$ cat src/rtl/id_stage_pipe.sv
// rtl/id_stage_pipe.sv - RV32I decode stage with IF/ID register, load-use stall and registered ID/EX bundle
module id_stage_pipe #(
    parameter int XLEN         = 32,
    parameter int STALL_CYCLES = 1,
    parameter int CNT_W        = 3
) (
    input  logic            clk,
    input  logic            rstn,
    input  logic            if_valid,
    input  logic [31:0]     if_instr,
    input  logic [XLEN-1:0] if_pc,
    output logic            id_ready,
    input  logic            flush,
    input  logic            ex_memread,
    input  logic [4:0]      ex_rd,
    output logic [4:0]      rs1_addr,
    output logic [4:0]      rs2_addr,
    input  logic [XLEN-1:0] rf_rdata1,
    input  logic [XLEN-1:0] rf_rdata2,
    input  logic            wb_we,
    input  logic [4:0]      wb_rd,
    input  logic [XLEN-1:0] wb_wdata,
    output logic            ex_valid,
    output logic [XLEN-1:0] ex_pc,
    output logic [31:0]     ex_instr,
    output logic [XLEN-1:0] ex_imm,
    output logic [XLEN-1:0] ex_rs1_data,
    output logic [XLEN-1:0] ex_rs2_data,
    output logic [4:0]      ex_rs1,
    output logic [4:0]      ex_rs2,
    output logic [4:0]      ex_rd_out,
    output logic            ex_regwrite,
    output logic            ex_memread_out,
    output logic            ex_memwrite,
    output logic            ex_alusrc,
    output logic            ex_illegal
);

    localparam logic [6:0] OP_LUI    = 7'b0110111;
    localparam logic [6:0] OP_AUIPC  = 7'b0010111;
    localparam logic [6:0] OP_JAL    = 7'b1101111;
    localparam logic [6:0] OP_JALR   = 7'b1100111;
    localparam logic [6:0] OP_BRANCH = 7'b1100011;
    localparam logic [6:0] OP_LOAD   = 7'b0000011;
    localparam logic [6:0] OP_STORE  = 7'b0100011;
    localparam logic [6:0] OP_IMM    = 7'b0010011;
    localparam logic [6:0] OP_OP     = 7'b0110011;

    logic            ifid_valid;
    logic [31:0]     ifid_instr;
    logic [XLEN-1:0] ifid_pc;
    logic [CNT_W-1:0] cnt;

    logic [6:0]      opcode;
    logic [2:0]      funct3;
    logic [4:0]      rd_idx;
    logic            rs1_used;
    logic            rs2_used;
    logic            dec_regwrite;
    logic            dec_memread;
    logic            dec_memwrite;
    logic            dec_alusrc;
    logic            dec_illegal;
    logic [31:0]     imm32;
    logic [XLEN-1:0] dec_imm;
    logic [XLEN-1:0] op1;
    logic [XLEN-1:0] op2;
    logic            hz;
    logic            stall;

    assign opcode   = ifid_instr[6:0];
    assign funct3   = ifid_instr[14:12];
    assign rd_idx   = ifid_instr[11:7];
    assign rs1_addr = ifid_instr[19:15];
    assign rs2_addr = ifid_instr[24:20];

    always_comb begin
        rs1_used     = 1'b0;
        rs2_used     = 1'b0;
        dec_regwrite = 1'b0;
        dec_memread  = 1'b0;
        dec_memwrite = 1'b0;
        dec_alusrc   = 1'b1;
        dec_illegal  = 1'b0;
        imm32        = 32'h0;
        case (opcode)
            OP_LUI, OP_AUIPC: begin
                dec_regwrite = 1'b1;
                imm32        = {ifid_instr[31:12], 12'b0};
            end
            OP_JAL: begin
                dec_regwrite = 1'b1;
                imm32        = {{12{ifid_instr[31]}}, ifid_instr[19:12], ifid_instr[20],
                                ifid_instr[30:21], 1'b0};
            end
            OP_JALR: begin
                rs1_used     = 1'b1;
                dec_regwrite = 1'b1;
                imm32        = {{20{ifid_instr[31]}}, ifid_instr[31:20]};
            end
            OP_BRANCH: begin
                rs1_used   = 1'b1;
                rs2_used   = 1'b1;
                dec_alusrc = 1'b0;
                imm32      = {{20{ifid_instr[31]}}, ifid_instr[7], ifid_instr[30:25],
                              ifid_instr[11:8], 1'b0};
            end
            OP_LOAD: begin
                rs1_used     = 1'b1;
                dec_regwrite = 1'b1;
                dec_memread  = 1'b1;
                imm32        = {{20{ifid_instr[31]}}, ifid_instr[31:20]};
            end
            OP_STORE: begin
                rs1_used     = 1'b1;
                rs2_used     = 1'b1;
                dec_memwrite = 1'b1;
                imm32        = {{20{ifid_instr[31]}}, ifid_instr[31:25], ifid_instr[11:7]};
            end
            OP_IMM: begin
                rs1_used     = 1'b1;
                dec_regwrite = 1'b1;
                // Shift-immediates carry funct7 in [31:25]; only the shamt is an operand.
                if (funct3[1:0] == 2'b01)
                    imm32 = {27'b0, ifid_instr[24:20]};
                else
                    imm32 = {{20{ifid_instr[31]}}, ifid_instr[31:20]};
            end
            OP_OP: begin
                rs1_used     = 1'b1;
                rs2_used     = 1'b1;
                dec_regwrite = 1'b1;
                dec_alusrc   = 1'b0;
            end
            default: begin
                dec_illegal = 1'b1;
            end
        endcase
    end

    assign dec_imm = XLEN'($signed(imm32));

    // Same-cycle WB writes are not yet visible in the RF read data.
    always_comb begin
        op1 = rf_rdata1;
        op2 = rf_rdata2;
        if (rs1_addr == 5'd0)
            op1 = '0;
        else if (wb_we && (wb_rd == rs1_addr))
            op1 = wb_wdata;
        if (rs2_addr == 5'd0)
            op2 = '0;
        else if (wb_we && (wb_rd == rs2_addr))
            op2 = wb_wdata;
    end

    assign hz = ifid_valid && ex_memread && (ex_rd != 5'd0) &&
                (((ex_rd == rs1_addr) && rs1_used) || ((ex_rd == rs2_addr) && rs2_used));
    assign stall    = hz || (cnt != '0);
    assign id_ready = !stall;

    always_ff @(posedge clk or negedge rstn) begin
        if (!rstn) begin
            cnt <= '0;
        end else if (flush) begin
            cnt <= '0;
        end else if (cnt != '0) begin
            cnt <= cnt - CNT_W'(1);
        end else if (hz) begin
            cnt <= CNT_W'(STALL_CYCLES - 1);
        end
    end

    always_ff @(posedge clk or negedge rstn) begin
        if (!rstn) begin
            ifid_valid <= 1'b0;
            ifid_instr <= 32'h0;
            ifid_pc    <= '0;
        end else if (flush) begin
            ifid_valid <= 1'b0;
        end else if (id_ready) begin
            ifid_valid <= if_valid;
            ifid_instr <= if_instr;
            ifid_pc    <= if_pc;
        end
    end

    always_ff @(posedge clk or negedge rstn) begin
        if (!rstn) begin
            ex_valid       <= 1'b0;
            ex_pc          <= '0;
            ex_instr       <= 32'h0;
            ex_imm         <= '0;
            ex_rs1_data    <= '0;
            ex_rs2_data    <= '0;
            ex_rs1         <= 5'd0;
            ex_rs2         <= 5'd0;
            ex_rd_out      <= 5'd0;
            ex_regwrite    <= 1'b0;
            ex_memread_out <= 1'b0;
            ex_memwrite    <= 1'b0;
            ex_alusrc      <= 1'b0;
            ex_illegal     <= 1'b0;
        end else if (flush || stall) begin
            ex_valid       <= 1'b0;
            ex_regwrite    <= 1'b0;
            ex_memread_out <= 1'b0;
            ex_memwrite    <= 1'b0;
            ex_illegal     <= 1'b0;
        end else begin
            ex_valid       <= ifid_valid;
            ex_pc          <= ifid_pc;
            ex_instr       <= ifid_instr;
            ex_imm         <= dec_imm;
            ex_rs1_data    <= op1;
            ex_rs2_data    <= op2;
            ex_rs1         <= rs1_addr;
            ex_rs2         <= rs2_addr;
            ex_rd_out      <= rd_idx;
            ex_regwrite    <= ifid_valid && dec_regwrite;
            ex_memread_out <= ifid_valid && dec_memread;
            ex_memwrite    <= ifid_valid && dec_memwrite;
            ex_alusrc      <= ifid_valid && dec_alusrc;
            ex_illegal     <= ifid_valid && dec_illegal;
        end
    end

endmodule

$ cat config.mk
export PLATFORM = sky130hd
export DESIGN_NAME = id_stage_pipe
export DESIGN_NICKNAME = d
export VERILOG_FILES = /design/src/rtl/id_stage_pipe.sv
export SDC_FILE = /design/constraint.sdc
export NUM_CORES = 1
export LEC_CHECK = 0
export CAP_MARGIN = 20
export CORE_MARGIN = 2
export CORE_UTILIZATION = 29
export CTS_BUF_LIST = sky130_fd_sc_hd__clkbuf_16
export CTS_CLUSTER_DIAMETER = 120
export DETAILED_ROUTE_END_ITERATION = 7
export SLEW_MARGIN = 20
export SYNTH_ARGS = -nofsm -noshare
export SYNTH_HDL_FRONTEND = slang
export SYNTH_SLANG_ARGS = --single-unit
export TNS_END_PERCENT = 100
$ cat constraint.sdc
create_clock -name clk -period 3.08 [get_ports clk]
set_input_delay 0.462 -clock clk [delete_from_list [all_inputs] [get_ports clk]]
set_output_delay 0.462 -clock clk [all_outputs]
set_load 0.02 [all_outputs]
# Word-level counts from Yosys, hierarchy flattened
# Index checks and enable logic that the tools add are counted.
word_totals:
  word_cells: 88
  register_bits: 249
  in_bits: 176
  output_inout_bits: 192
classes:
  n_reduce_logical: 29
  addsub: 1
  bitwise_logic: 2
  eq_ne: 15
  muxes: 23
op_table:
  columns: ["op", "n"]
  rows:
  - ["$pmux W32 S6", 1]
  - ["$mux W32", 5]
  - ["$eq A7 B6 Y1 const B", 3]
  - ["$eq A7 B7 Y1 const B", 3]
  - ["$eq A5 B5 Y1", 4]
  - ["$eq A7 B5 Y1 const B", 2]
  - ["$mux W1", 14]
  - ["$logic_and A1 B1 Y1", 12]
  - ["$logic_not A5 Y1", 2]
  - ["$mux W3", 3]
  - ["$reduce_or A9 Y1", 1]
  - ["$eq A7 B2 Y1 const B", 1]
  - ["$reduce_or A7 Y1", 1]
  - ["$reduce_bool A3 Y1", 2]
  - ["$reduce_or A2 Y1", 3]
  - ["$reduce_or A6 Y1", 1]
  - ["$reduce_bool A5 Y1", 1]
  - ["$logic_or A1 B1 Y1", 3]
  - ["$reduce_or A3 Y1", 1]
  - ["$sub A3 B1 Y3 const B", 1]
  - ["$eq A2 B1 Y1 const B", 1]
  - ["$ne A2 B2 Y1 const B", 1]
  - ["$not A1 Y1", 2]
  - ["$reduce_and A2 Y1", 1]
  - ["$logic_not A1 Y1", 1]

# Longest topological paths before layout
logic_depth:
  ltp_word: 9
  mapped_depth: 10
  mapped_depth_nobuf: 6

# Worst setup path before layout
# OpenSTA, ideal clock, no wires.
synth_timing:
  kind: "reg-to-reg"
  from: "reg ifid_instr[4]"
  to: "reg ex_imm[0]"
  period_less_slack_ns: 2.184
  arrival_ns: 2.059
  path_slack_ns: 0.896
  stages_incl_launch_ff: 11
  setup_ns: 0.125
  required_time_ns: 2.955
  n_path_buf: 5
  path_cell_list: "dfrtp_1 > buf_6 > and3b_1 > buf_4 > o211ai_1 > o22a_1 > o211a_1 > buf_6 > buf_8 > buf_8 > mux2_4"
synth_via:
  elab_chain_len: 8
  word_cells_on_any_way: 22
  cone_classes: "eq/ne: 9; mux: 3; reduce/logical: 10"
synth_rtl:
  columns: ["element", "line_no", "source"]
  rows:
  - ["start: declaration", "50", "logic [31:0] ifid_instr;"]
  - ["start signal: assignment", "183", "ifid_instr <= if_instr;"]
  - ["$eq A7 B5 Y1 (tied with other cells)", "86", "case (opcode)"]
  - ["$reduce_or A6 Y1 (no line) or $reduce_or A3 Y1 (tied branches)", null, null]
  - ["$mux W1", "86", null]
  - ["$logic_and A1 B1 Y1", "158", "(((ex_rd == rs1_addr) && rs1_used) || ((ex_rd == rs2_addr) && rs2_used));"]
  - ["$logic_or A1 B1 Y1", "158", null]
  - ["$logic_and A1 B1 Y1", "157", "assign hz = ifid_valid && ex_memread && (ex_rd != 5'd0) &&"]
  - ["$logic_or A1 B1 Y1", "159", "assign stall = hz || (cnt != '0);"]
  - ["$logic_or A1 B1 Y1", "204", "end else if (flush || stall) begin"]
  - ["end signal: assignment", "214", "ex_imm <= dec_imm;"]
  - ["end: declaration", "26", "output logic [XLEN-1:0] ex_imm,"]
# Parallel ways exist; a longest one is shown, timed or not.
# A chain may end at the register's enable or synchronous reset.

# Final worst setup path
layout_timing:
  from: "reg ifid_instr[2]"
  to: "out id_ready"
layout_via:
  elab_chain_len: 8
  word_cells_on_any_way: 16
  cone_classes: "eq/ne: 6; mux: 2; reduce/logical: 8"
layout_rtl:
  columns: ["element", "line_no", "source"]
  rows:
  - ["$eq A7 B5 Y1 (tied with other cells)", "86", null]
  - ["$reduce_or A6 Y1 (no line) or $reduce_or A3 Y1 (tied branches)", null, null]
  - ["$mux W1", "86", null]
  - ["$logic_and A1 B1 Y1", "158", null]
  - ["$logic_or A1 B1 Y1 (*)", "158", null]
  - ["$logic_and A1 B1 Y1 (*)", "157", null]
  - ["$logic_or A1 B1 Y1 (*)", "159", null]
  - ["$logic_not A1 Y1 (*)", "160", "assign id_ready = !stall;"]
  - ["end: declaration", "12", "output logic id_ready,"]
# Every way passes the cells marked *; elsewhere a longest branch is shown, timed or not.

==> flow_summary.toml <==
[run_status]
run_status = "finished, final reports clean"

[worst_setup_path]
cp.arrival_ns = 2.44
critPathLaunchType = "register"
critical_path.endpoint_type = "output port"
crit_path_max_fanout = 5
critPathRequiredTime_ns = 2.62
r2r-start = "ifid_instr[6]"
setup.worst_path.class = "reg2out"
rr_worst_depth = 7
worstSetupStartpoint = "ifid_instr[2]"

[sta]
max_slew.worst_pin.slew_ns = 0.745
max_slew_margin_pct = 50.3
setup_ws_ns = 0.178
final_max_slew_viol_count = 0
final_period_minus_worst_setup_slack_ns = 2.90
grt_setup_unrepaired = "no"
setup_violations = 0
finalHoldWorstSlack_ns = 0.495
min_period_over_period_pct = 94.2
setup_tns_ns = 0
finalHoldViolCount = 0
fmax_ghz = 0.345
clock_skew_ns = 0.0127

[route]
detailroute.via_count = 8566
count_of_antenna_violating_nets_left_after_detailed_routing = 0
wirelength_mm = 36.9
routed_via_density = 4.79
drc = 0
drt_first_pass_iters = 5
initialDrtViolationCount = 407
wl_per_cell_um = 20.6

[place]
placement.setup.worst_slack_ns = 0.207
detailed_place_hpwl_mm = 26.4
place_congestion = 0.880
numPortBuffers = 367

[clock_network]
clock_tree.root_cell = "clkbuf_16"
tritoncts.num_buffers = 29
clock_tree_from_tritoncts = "built"
cts_max_level = 1
cts_setup_buffers = 0
tritoncts_num_sinks = 234
worst_setup_hold_path_clk_slew_ns = 0.06
cts_max_path_buffers = 3
clkLatencyLatePin_ns = 0.55

[logic_synthesis]
proportion_of_register_bits_with_asynchronous_set_or_reset_after_synthesis_pct = 100
synth_edf_count = 0
synth_nets = 1068
synth.yosys.seq_area_share_pct = 49.7
yosysWarnings = 0
postSynth.topFlopCell = "dfrtp_1"
postSynthAreaPerCell_um2 = 13.2
synthCells = 890
yosys.cell_types.count = 49
syn-cell-area_mm2 = 0.0118
postSynthRegisterBits = 234

[global_route]
grt_pass1_wl_mm = 55.6
grt_overflow = 0
pin_count_of_the_biggest_net_entering_global_routing = 78
number_of_global_route_vias_before_repair = 9111
grt_antenna_before_repair = 1
grtUsageTotal_pct = 17.0

[final_layout]
post_route_cells_drive_above_1_share_pct = 26.1
final_util_pct = 42.3
nets = 1419
seqCellArea_mm2 = 0.00586
n_fill_cell = 3771
most-common-layout-cells = "clkdlybuf4s50_1, dfrtp_1, mux2_4, a21oi_1, o21ai_0"
mostFrequentLayoutCell = "clkdlybuf4s50_1"
area_growth_synth_to_finish_pct = 43.3
footprint_of_the_multi_input_gates_mm2 = 0.00522

[hold_path]
hold_path_class = "in2async"

[power_and_ir_drop]
peakVddDrop_mv = 0.414
power_density_mw_per_mm2 = 659
power.static_leakage_nw = 7.24
post-layout-total-power_mw = 11.1

[floorplan]
fp.dieW_um = 206
io_pins = 368
fp.dieH_um = 206
placeableCoreArea_mm2 = 0.0399
die_area_mm2 = 0.0423
floorplan.initialDensity_pct = 29.5
placementRows = 73

[job]
cap_violations = 0
worst max-delay path, stage by stage, from the launching register on:
cell and delay [ns]:
dfrtp_1 0.45, and4bb_2 0.41, nand4_1 0.10, o22a_1 0.31, o21a_1 0.26, dlygate4sd2_1 0.35
final timing paths:
check,to,slack [ns]
worst max-delay path,id_ready,0.18
worst min-delay path,ifid_pc[17],0.50
worst max register to register,ex_rs2_data[27],0.59
min in group clk,ex_pc[2],0.50
max in group asynchronous,ex_rs2_data[30],1.79
worst min register to register,ex_pc[2],0.50
power breakdown:
part           switching (mW)  leakage (nW)  internal (mW)
sequential              0.409          2.84           3.64
clock                    1.36         0.476           1.96
combinational            1.73          3.93           2.04
per-stage QoR:
stage	cell area [µm²]	instances
5_1_grt	16900	1787
6_report	16900	1788
3_5_place_dp	16000	1734
4_1_cts	16900	1787
3_3_place_gp	16000	1734
2_1_floorplan	11800	890
final cells by class:
cell class,count,area share [%]
antenna,1,0.0148
clock buffer,29,4.30
clock inverter,23,1.13
inverter,4,0.0889
multi-input combinational,551,30.9
sequential,234,34.7
tap,525,3.89
timing repair buffer,421,24.9
logic make-up after synthesis:
logic type / count (synthesis) / synth area share, %
compound gates: 177 / 8.76
xor+xnor: 21 / 1.56
fa+ha+maj: 2 / 0.212
buf+inv: 105 / 6.08
flops: 234 / 49.7
mux: 228 / 28.0
simple gates: 123 / 5.71
flip-flops by register name, summed over array words and instances (netlist names):
register	cells
cnt	3
ex_alusrc	1
ex_illegal	1
ex_imm	32
ex_instr	32
ex_memread_out	1
ex_memwrite	1
ex_pc	32
ex_regwrite	1
ex_rs1_data	32
ex_rs2_data	32
ex_valid	1
ifid_instr	32
ifid_pc	32
ifid_valid	1
what timing repair did:
item	in CTS	in global routing
hold endpoints to repair	72	0
gates resized for setup	1	0
setup endpoints to repair	1	0
hold buffers	1	0
metal layers:
| layer | routed length (µm) | global-route usage, % | part of all wire (%) | vias up |
|---|---|---|---|---|
| met1 | 15400 | 21.8 | 42 | 4250 |
| met2 | 17200 | 27.6 | 47 | 359 |
| li1 | - | - | - | 3897 |
| met5 | 0 | 0 | 0 | - |
| met3 | 3240 | 4.94 | 8.8 | 60 |
| met4 | 1010 | 5.32 | 2.7 | 0 |
synthesized netlist by cell type, types with 2 or more instances:
| cell type | count | area [µm²] |
|---|---|---|
| a31oi_1 | 2 | 12.5 |
| o211ai_1 | 2 | 15.0 |
| nor2b_1 | 3 | 18.8 |
| mux2i_1 | 3 | 30.0 |
| and2_1 | 4 | 25.0 |
| nor3b_1 | 3 | 22.5 |
| a22o_1 | 4 | 35.0 |
| or2_2 | 2 | 12.5 |
| dfrtp_1 | 234 | 5860 |
| nand4_1 | 5 | 31.3 |
| mux2_2 | 30 | 338 |
| nand3_1 | 66 | 330 |
| buf_4 | 26 | 195 |
| a32o_1 | 12 | 120 |
| nor2_1 | 6 | 22.5 |
| xnor2_1 | 20 | 175 |
| nand2_1 | 10 | 37.5 |
| o31ai_1 | 2 | 15.0 |
| and3b_1 | 2 | 17.5 |
| inv_1 | 4 | 15.0 |
| or4_1 | 3 | 22.5 |
| mux2_4 | 195 | 2930 |
| nor3_1 | 2 | 10.0 |
| and3_1 | 9 | 56.3 |
| o2bb2ai_1 | 8 | 70.1 |
| ha_1 | 2 | 25.0 |
| o21ai_0 | 67 | 335 |
| and4_1 | 3 | 26.3 |
| a21oi_1 | 71 | 355 |
| buf_6 | 13 | 146 |
| buf_8 | 11 | 165 |
| buf_2 | 3 | 15.0 |
| clkbuf_1 | 47 | 176 |
Power figures use the tool's default switching activity.
